$ cat config.mk
export PLATFORM = sky130hd
export DESIGN_NAME = button_event_detector_flat
export DESIGN_NICKNAME = d
export VERILOG_FILES = /design/src/rtl/button_event_detector_if.sv /design/src/rtl/button_event_detector.sv /design/src/flat_wrapper.sv
export SDC_FILE = /design/constraint.sdc
export NUM_CORES = 1
export LEC_CHECK = 0
export CORE_ASPECT_RATIO = 0.7
export CORE_MARGIN = 1.5
export CORE_UTILIZATION = 55
export DETAILED_ROUTE_END_ITERATION = 10
export GPL_TIMING_DRIVEN = 1
export PLACE_DENSITY_LB_ADDON = 0.25
export SLEW_MARGIN = 20
export SYNTH_ARGS = -nofsm -noshare
export SYNTH_HDL_FRONTEND = slang
export SYNTH_SLANG_ARGS = --single-unit
$ cat constraint.sdc
create_clock -name clk -period 7.8 [get_ports clk]
set_input_delay 1.17 -clock clk [delete_from_list [all_inputs] [get_ports clk]]
set_output_delay 1.17 -clock clk [all_outputs]
set_load 0.01 [all_outputs]
$ cat src/rtl/button_event_detector_if.sv
// Button event detector bus: debounced level and thresholds in, events and duration out.
interface button_event_detector_if #(
  parameter int unsigned COUNTER_WIDTH = 16
);
  logic                     button;
  logic [COUNTER_WIDTH-1:0] long_press_ticks;
  logic [COUNTER_WIDTH-1:0] repeat_ticks;
  logic                     repeat_enable;
  logic                     press_evt;
  logic                     release_evt;
  logic                     long_press_evt;
  logic                     repeat_evt;
  logic                     held;
  logic [COUNTER_WIDTH-1:0] press_duration;

  // Side that drives the button and thresholds and consumes the events.
  modport master (
    output button, long_press_ticks, repeat_ticks, repeat_enable,
    input  press_evt, release_evt, long_press_evt, repeat_evt, held, press_duration
  );

  // The detector itself.
  modport slave (
    input  button, long_press_ticks, repeat_ticks, repeat_enable,
    output press_evt, release_evt, long_press_evt, repeat_evt, held, press_duration
  );
endinterface

$ cat src/rtl/button_event_detector.sv
// Turns one debounced button level into press / release / long-press / auto-repeat pulses
// and reports the tick-count duration of the last completed press.
module button_event_detector #(
  parameter int unsigned TICK_DIVIDER  = 100000,
  parameter int unsigned COUNTER_WIDTH = 16
) (
  input logic                    clk,
  input logic                    rst,
  button_event_detector_if.slave bus
);

  localparam int unsigned PW = $clog2(TICK_DIVIDER);
  localparam logic [PW-1:0] PrescMax = PW'(TICK_DIVIDER - 1);
  localparam logic [COUNTER_WIDTH-1:0] CntMax = '1;

  typedef enum logic [1:0] {StIdle, StPressed, StHeld} state_e;

  state_e                   state_q, state_d;
  logic                     btn_q;
  logic [PW-1:0]            presc_q, presc_d;
  logic [COUNTER_WIDTH-1:0] hold_q, hold_d;
  logic [COUNTER_WIDTH-1:0] rep_q, rep_d;
  logic [COUNTER_WIDTH-1:0] dur_q, dur_d;
  logic                     press_q, press_d;
  logic                     rel_q, rel_d;
  logic                     long_q, long_d;
  logic                     rpt_q, rpt_d;
  logic                     held_q;

  logic                     tick;
  logic                     rep_on;
  logic                     long_hit;
  logic [COUNTER_WIDTH-1:0] hold_inc;
  logic [COUNTER_WIDTH-1:0] rep_inc;

  assign tick     = (presc_q == PrescMax);
  assign hold_inc = (hold_q == CntMax) ? hold_q : hold_q + COUNTER_WIDTH'(1);
  assign rep_inc  = (rep_q == CntMax) ? rep_q : rep_q + COUNTER_WIDTH'(1);
  assign rep_on   = bus.repeat_enable && (bus.repeat_ticks != '0);
  assign long_hit = (bus.long_press_ticks != '0) && (hold_inc >= bus.long_press_ticks);

  // Single input register; the FSM only ever looks at btn_q.
  always_ff @(posedge clk) begin
    if (rst) btn_q <= 1'b0;
    else     btn_q <= bus.button;
  end

  // State register.
  always_ff @(posedge clk) begin
    if (rst) state_q <= StIdle;
    else     state_q <= state_d;
  end

  // Next-state logic; a release always takes priority over a threshold crossing.
  always_comb begin
    state_d = state_q;
    case (state_q)
      StIdle:    if (btn_q) state_d = StPressed;
      StPressed: begin
        if (!btn_q)               state_d = StIdle;
        else if (tick && long_hit) state_d = StHeld;
      end
      StHeld:    if (!btn_q) state_d = StIdle;
      default:   state_d = StIdle;
    endcase
  end

  // Counter updates and event pulse decode.
  always_comb begin
    presc_d = presc_q;
    hold_d  = hold_q;
    rep_d   = rep_q;
    dur_d   = dur_q;
    press_d = 1'b0;
    rel_d   = 1'b0;
    long_d  = 1'b0;
    rpt_d   = 1'b0;
    case (state_q)
      StIdle: begin
        presc_d = '0;
        if (btn_q) begin
          press_d = 1'b1;
          hold_d  = '0;
        end
      end
      StPressed, StHeld: begin
        if (!btn_q) begin
          // A tick landing on the release cycle still completes that tick of the reported
          // duration (floor(N/TICK_DIVIDER)), but raises no long/repeat event.
          rel_d   = 1'b1;
          dur_d   = tick ? hold_inc : hold_q;
          presc_d = '0;
        end else begin
          presc_d = tick ? '0 : presc_q + PW'(1);
          if (state_q == StHeld && !rep_on) rep_d = '0;
          if (tick) begin
            hold_d = hold_inc;
            if (state_q == StPressed) begin
              if (long_hit) begin
                long_d = 1'b1;
                rep_d  = '0;
              end
            end else if (rep_on) begin
              if (rep_inc >= bus.repeat_ticks) begin
                rpt_d = 1'b1;
                rep_d = '0;
              end else begin
                rep_d = rep_inc;
              end
            end
          end
        end
      end
      default: presc_d = '0;
    endcase
  end

  // Datapath and registered outputs.
  always_ff @(posedge clk) begin
    if (rst) begin
      presc_q <= '0;
      hold_q  <= '0;
      rep_q   <= '0;
      dur_q   <= '0;
      press_q <= 1'b0;
      rel_q   <= 1'b0;
      long_q  <= 1'b0;
      rpt_q   <= 1'b0;
      held_q  <= 1'b0;
    end else begin
      presc_q <= presc_d;
      hold_q  <= hold_d;
      rep_q   <= rep_d;
      dur_q   <= dur_d;
      press_q <= press_d;
      rel_q   <= rel_d;
      long_q  <= long_d;
      rpt_q   <= rpt_d;
      held_q  <= (state_d == StHeld);
    end
  end

  assign bus.press_evt      = press_q;
  assign bus.release_evt    = rel_q;
  assign bus.long_press_evt = long_q;
  assign bus.repeat_evt     = rpt_q;
  assign bus.held           = held_q;
  assign bus.press_duration = dur_q;

endmodule
$ cat src/flat_wrapper.sv
// flat-port wrapper written by rule: the top's interface ports become plain ports
module button_event_detector_flat 
#(
  parameter int unsigned TICK_DIVIDER  = 100000,
  parameter int unsigned COUNTER_WIDTH = 16
)
  (clk, rst, bus_button, bus_long_press_ticks, bus_repeat_ticks, bus_repeat_enable, bus_press_evt, bus_release_evt, bus_long_press_evt, bus_repeat_evt, bus_held, bus_press_duration);
  button_event_detector_if #(.COUNTER_WIDTH(COUNTER_WIDTH)) bus_i ();
  input logic clk;
  input logic rst;
  input wire logic [$bits(bus_i.button)-1:0] bus_button;
  input wire logic [$bits(bus_i.long_press_ticks)-1:0] bus_long_press_ticks;
  input wire logic [$bits(bus_i.repeat_ticks)-1:0] bus_repeat_ticks;
  input wire logic [$bits(bus_i.repeat_enable)-1:0] bus_repeat_enable;
  output wire logic [$bits(bus_i.press_evt)-1:0] bus_press_evt;
  output wire logic [$bits(bus_i.release_evt)-1:0] bus_release_evt;
  output wire logic [$bits(bus_i.long_press_evt)-1:0] bus_long_press_evt;
  output wire logic [$bits(bus_i.repeat_evt)-1:0] bus_repeat_evt;
  output wire logic [$bits(bus_i.held)-1:0] bus_held;
  output wire logic [$bits(bus_i.press_duration)-1:0] bus_press_duration;
  assign bus_i.button = bus_button;
  assign bus_i.long_press_ticks = bus_long_press_ticks;
  assign bus_i.repeat_ticks = bus_repeat_ticks;
  assign bus_i.repeat_enable = bus_repeat_enable;
  assign bus_press_evt = bus_i.press_evt;
  assign bus_release_evt = bus_i.release_evt;
  assign bus_long_press_evt = bus_i.long_press_evt;
  assign bus_repeat_evt = bus_i.repeat_evt;
  assign bus_held = bus_i.held;
  assign bus_press_duration = bus_i.press_duration;
  button_event_detector #(.TICK_DIVIDER(TICK_DIVIDER), .COUNTER_WIDTH(COUNTER_WIDTH)) u_core (.clk(clk), .rst(rst), .bus(bus_i));
endmodule
Word-level counts from Yosys, hierarchy flattened --
Index checks and enable logic that the tools add are counted. Widths: inputs -> output; s select.
Storage, ports and cells: bits in registers 73, latch bits 0, bits in writable memories 0, memory bits (read-only) 0, bits of input ports 36, output and inout bits 21, word-level logic and storage cells 69, memories kept 0
Operators by class: $add $sub $neg 3, multipliers 0, div/mod/pow operators 0, magnitude comparators 2, equal/unequal tests 8, shifts and indexed selects 0, mux-type cells 21, bitwise gates (word level) 6, reduce and logical (&&, ||, !) cells 18
Operators by type and width (number):
- $mux 16 | 11
- $add 16x1->16 const B | 2
- $eq 16x16->1 const B | 2
- $ge 16x16->1 | 2
- $pmux 16 s2 | 1
- $reduce_bool 16->1 | 2
- $add 17x1->17 const B | 1
- $eq 17x17->1 const B | 1
- $mux 2 | 4
- $not 1->1 | 6
- $pmux 2 s3 | 1
- $reduce_or 2->1 | 3
- $reduce_or 6->1 | 1
- $reduce_or 5->1 | 1
- $eq 2x2->1 const B | 2
- $logic_and 1x1->1 | 4
- $mux 1 | 4
- $ne 2x1->1 const B | 2
- $reduce_and 2->1 | 2
- $reduce_or 4->1 | 1
- $reduce_and 3->1 | 1
- $eq 2x1->1 const B | 1
- $logic_not 2->1 | 1
- $reduce_bool 2->1 | 1
- $logic_not 1->1 | 1

Depth between registers and ports, before layout --
word-level depth 9, mapped depth 17, depth with buffers taken out 14

Worst setup path after synthesis --
Ideal clock, no wire load.
path kind register to register, start reg u_core.hold_q[0], end reg u_core.rep_q[11], library setup time 117 ps, arrival 3852 ps, path slack 3831 ps, cell stages (with the launch flop) 18, clock period less this slack 3969 ps, path through dfxtp_1 ha_1 nand3_1 or2_2 clkbuf_1 or3_1 clkbuf_1 nand2_1 nor2_1 xnor2_1 ha_1 and4_1 o211ai_1 o31a_2 a31oi_1 a311oi_4 buf_6 a22o_2
Between the ends: word-level cells in the longest chain between the ends 7, elaborated cells between the ends (all ways) 8
RTL lines:
- from (decl) | RTL line button_event_detector.sv:21 | logic [COUNTER_WIDTH-1:0] hold_q, hold_d;
- from (signal assigned) | RTL line button_event_detector.sv:132 | hold_q <= hold_d;
- $add 16x1->16 / $eq 16x16->1 (equally long branches) | RTL line button_event_detector.sv:37 | assign hold_inc = (hold_q == CntMax) ? hold_q : hold_q + COUNTER_WIDTH'(1);
- $mux 16 (*) | RTL line button_event_detector.sv:37
- $ge 16x16->1 (*) | RTL line button_event_detector.sv:40 | assign long_hit = (bus.long_press_ticks != '0) && (hold_inc >= bus.long_press_ticks);
- $logic_and 1x1->1 (*) | RTL line button_event_detector.sv:40
- $mux 16 (*) | RTL line button_event_detector.sv:99 | if (long_hit) begin
- $mux 16 (*) | RTL line button_event_detector.sv:98 | if (state_q == StPressed) begin
- $mux 16 (*) | RTL line button_event_detector.sv:96 | if (tick) begin
- to (signal assigned) | RTL line button_event_detector.sv:133 | rep_q <= rep_d;
- to (decl) | RTL line button_event_detector.sv:22 | logic [COUNTER_WIDTH-1:0] rep_q, rep_d;
Mark *: on every way between the ends. The rest lies on a longest branch, timed or not. A chain may end at the register's enable or synchronous reset.

Final worst setup path --
start reg u_core.hold_q[0], end reg u_core.rep_q[8]
Same word-level chain as after synthesis.

==> results.yml <==
clock_tree:
  cts-htree-levels: 3
  root_buffer: "clkbuf_16"
  cts_sinks: 73
  clk_path_buf_depth: 2
  ctsHoldBuffers: 0
  cts.clk_slew.worst_paths_ns: 0.06
  cts_buffers: 9
  ctsResizeCount: 0
  postCtsSetupBuffers: 0
  cts_tree: "done"
  clk_latency_ns: 0.34
layout:
  final_common_cell: "dfxtp_1"
  num-nets-final: 721
  drive_above_1_share_pct: 7.846
  final_cell_mix: "dfxtp_1 (73), nor2_1 (65), clkdlybuf4s50_1 (56)"
  syn2layout_area_growth_pct: 16.38
  diodes: 0
synthesis:
  syn_area_um2: 4956
  yosys_most_used_dff: "dfxtp_1"
  yosysSeqAreaShare_pct: 29.49
  syn_avg_cell_area_um2: 8.085
  synth_edf_count: 0
  netlist_instances: 613
  netlist.area_leader.share_pct: 29.49
  synth-seq-cells: 73
  synth_area_leaders: "dfxtp_1 (29%), ha_1 (9.8%), nor2_1 (4.9%)"
  synth_cell_types: 64
  async_flop_share_pct: 0
  yosysTopAreaCell: "dfxtp_1"
  yosysWarnings: 0
  syn_nets: 688
power:
  power_density_nw_per_um2: 150.1
  power_frac_clock_pct: 46.2
  seqPwrFrac_pct: 44.3
  cell_internal_pwr_uw: 665.0
  swShare_pct: 23.17
  p_leak_uw: 0.002259
  vdd.ir_drop.worst_mv: 0.1278
  combPwrFrac_pct: 9.4
  p_switching_uw: 200.5
floorplan:
  rows: 28
  die-area_um2: 9599
  coreArea_um2: 8583
  ioPinCount: 57
  die_h_um: 82.42
  start_util_pct: 57.74
  chipWidth_um: 116.5
drt:
  route.detailed.wl_per_inst_um: 16.65
  ant_nets: 0
  via_per_inst: 6.016
  drtIter0Drc: 424
  wirelength_mm: 12.82
  firstDrtPassIters: 5
  drc_errors: 0
  vias: 4632
timing:
  period_needed_ns: 4.603
  slew_headroom_pct: 30.27
  finalSetupViolCount: 0
  timing.setup.tns_ns: 0
  fin_crit_sh_pct: 59.01
  final_max_slew_viol_count: 0
  final-hold-violation-count: 0
  rsz0062_at_grt: "no"
  skew_ns: 0.008087
  setup_ws_ns: 3.197
  max_freq_mhz: 217.2
  worstMarginPinSlew_ns: 1.036
placement:
  io_buffers: 56
  gp_congestion: 1.002
  place_ws_ns: 3.386
  dp_hpwl_mm: 9.681
worst_setup_path:
  r2r_slack_ns: 3.20
  critPathKind: "reg -> reg"
  crit_path_max_fanout: 13
  cp-end-kind: "flip-flop"
  start_kind: "flip-flop"
  crit_required_ns: 8.08
  critPathArrivalTime_ns: 4.88
global_routing:
  grt_pass1_vias: 4210
  grt_overflow: 0
  antenna_found_initial: 0
  track_usage_pct: 27.86
  grt_pass1_wl_mm: 20.55
  grt_max_degree: 36
job:
  drv_cap: 0
status:
  outcome: "finished clean"
hold_path:
  hold_class: "reg -> reg"
[final cells by class]
class	count	area [um^2]
timing repair buffer	57	568.0
tap	120	150.1
multi-input combinational	463	3153
clock buffer	11	232.7
fill	740	2815
clock inverter	4	45.04
sequential	73	1461
inverter	42	157.7
[synthesized netlist by cell type, types with 3 or more instances]
library cell   n
or4_1          4
a22o_2         9
nand3_1       26
and3_1        16
ha_1          39
nor2b_1        5
nand2b_1       5
and4_1         7
buf_2          8
nor4_1        11
xor2_1        20
o21a_1         7
xnor2_1       24
a22oi_1        7
a21o_1         3
mux2i_1        6
or4_4          3
nor3b_1        5
nand2_1       51
o21ai_0       20
nor2_1        65
a211oi_1      15
or2_2          7
nand4_1       16
nor3_1        13
dfxtp_1       73
a21oi_1       19
inv_1         42
and2_1         5
or3_1          8
clkbuf_1      21
a31oi_1       14
[worst paths after layout]
kind / start / endpoint / cells after the start
max reg2reg: u_core.hold_q[0] / u_core.rep_q[8] / 14
min reg2reg: u_core.presc_q[0] / u_core.presc_q[0] / 1
min: u_core.presc_q[0] / u_core.presc_q[0] / 1
max: u_core.hold_q[0] / u_core.rep_q[8] / 14
[through the flow]
step	cells	util [%]	instance area (um^2)	total power (uW)	hold WS [ns]
3_5_place_dp	755	63.83	5479	471.8	0.4350
2_1_floorplan	613	-	4956	432.4	0.4132
3_3_place_gp	755	63.83	5479	469.8	0.4262
6_report	770	67.20	5768	865.5	0.4424
5_1_grt	770	67.20	5768	891.8	0.4692
4_1_cts	770	67.07	5757	868.4	0.4478
[worst max-delay path, stage by stage (launching register included)]
cell	delay [ns]
dfxtp_1	0.46
ha_1	0.29
nand3_1	0.15
or2_2	0.40
or3_1	0.55
nand2_1	0.18
nor2_1	0.06
xnor2_1	0.13
ha_1	0.31
and3_1	0.17
o311a_1	0.32
o21ai_0	0.26
a31oi_1	0.29
a311oi_4	0.72
a22o_2	0.26
[per-layer routing]
metal	wire, um	track usage [%]	vias up
met4	143	7.195	0
li1	-	-	2254
met5	0	0	-
met1	5997	39.07	2125
met2	5420	43.06	237
met3	1258	6.715	16
[power by group through the flow]
| stage | Clock, uW | Sequential, uW | Combinational (uW) |
|---|---|---|---|
| after global placement | 0 | 391 | 78.3 |
| after global routing | 418 | 384 | 89.2 |
| final | 400 | 384 | 81.4 |
| after floorplan | 0 | 394 | 38.6 |
| after detailed placement | 0 | 392 | 80.0 |
| after CTS | 404 | 384 | 80.7 |
[sequential cells by signal, indices dropped and copies added, names as in the netlist]
| name | cells |
|---|---|
| u_core.bus.press_duration | 16 |
| u_core.btn_q | 1 |
| u_core.bus.press_evt | 1 |
| u_core.bus.long_press_evt | 1 |
| u_core.bus.held | 1 |
| u_core.state_q | 2 |
| u_core.bus.repeat_evt | 1 |
| u_core.hold_q | 16 |
| u_core.bus.release_evt | 1 |
| u_core.presc_q | 17 |
| u_core.rep_q | 16 |
[cell families after synthesis]
family                     count (synthesis)  share of synthesized area [%]
adders and majority gates                 39                          9.846
muxes                                      8                          1.666
xor gates and xnor gates                  44                          7.776
DFF                                       73                          29.49
and+or+nand+nor                          254                          26.58
AOI/OAI and AO/OA                        118                          17.47
buffers and inverters                     77                          7.170
(Power assumes the default switching activity.)
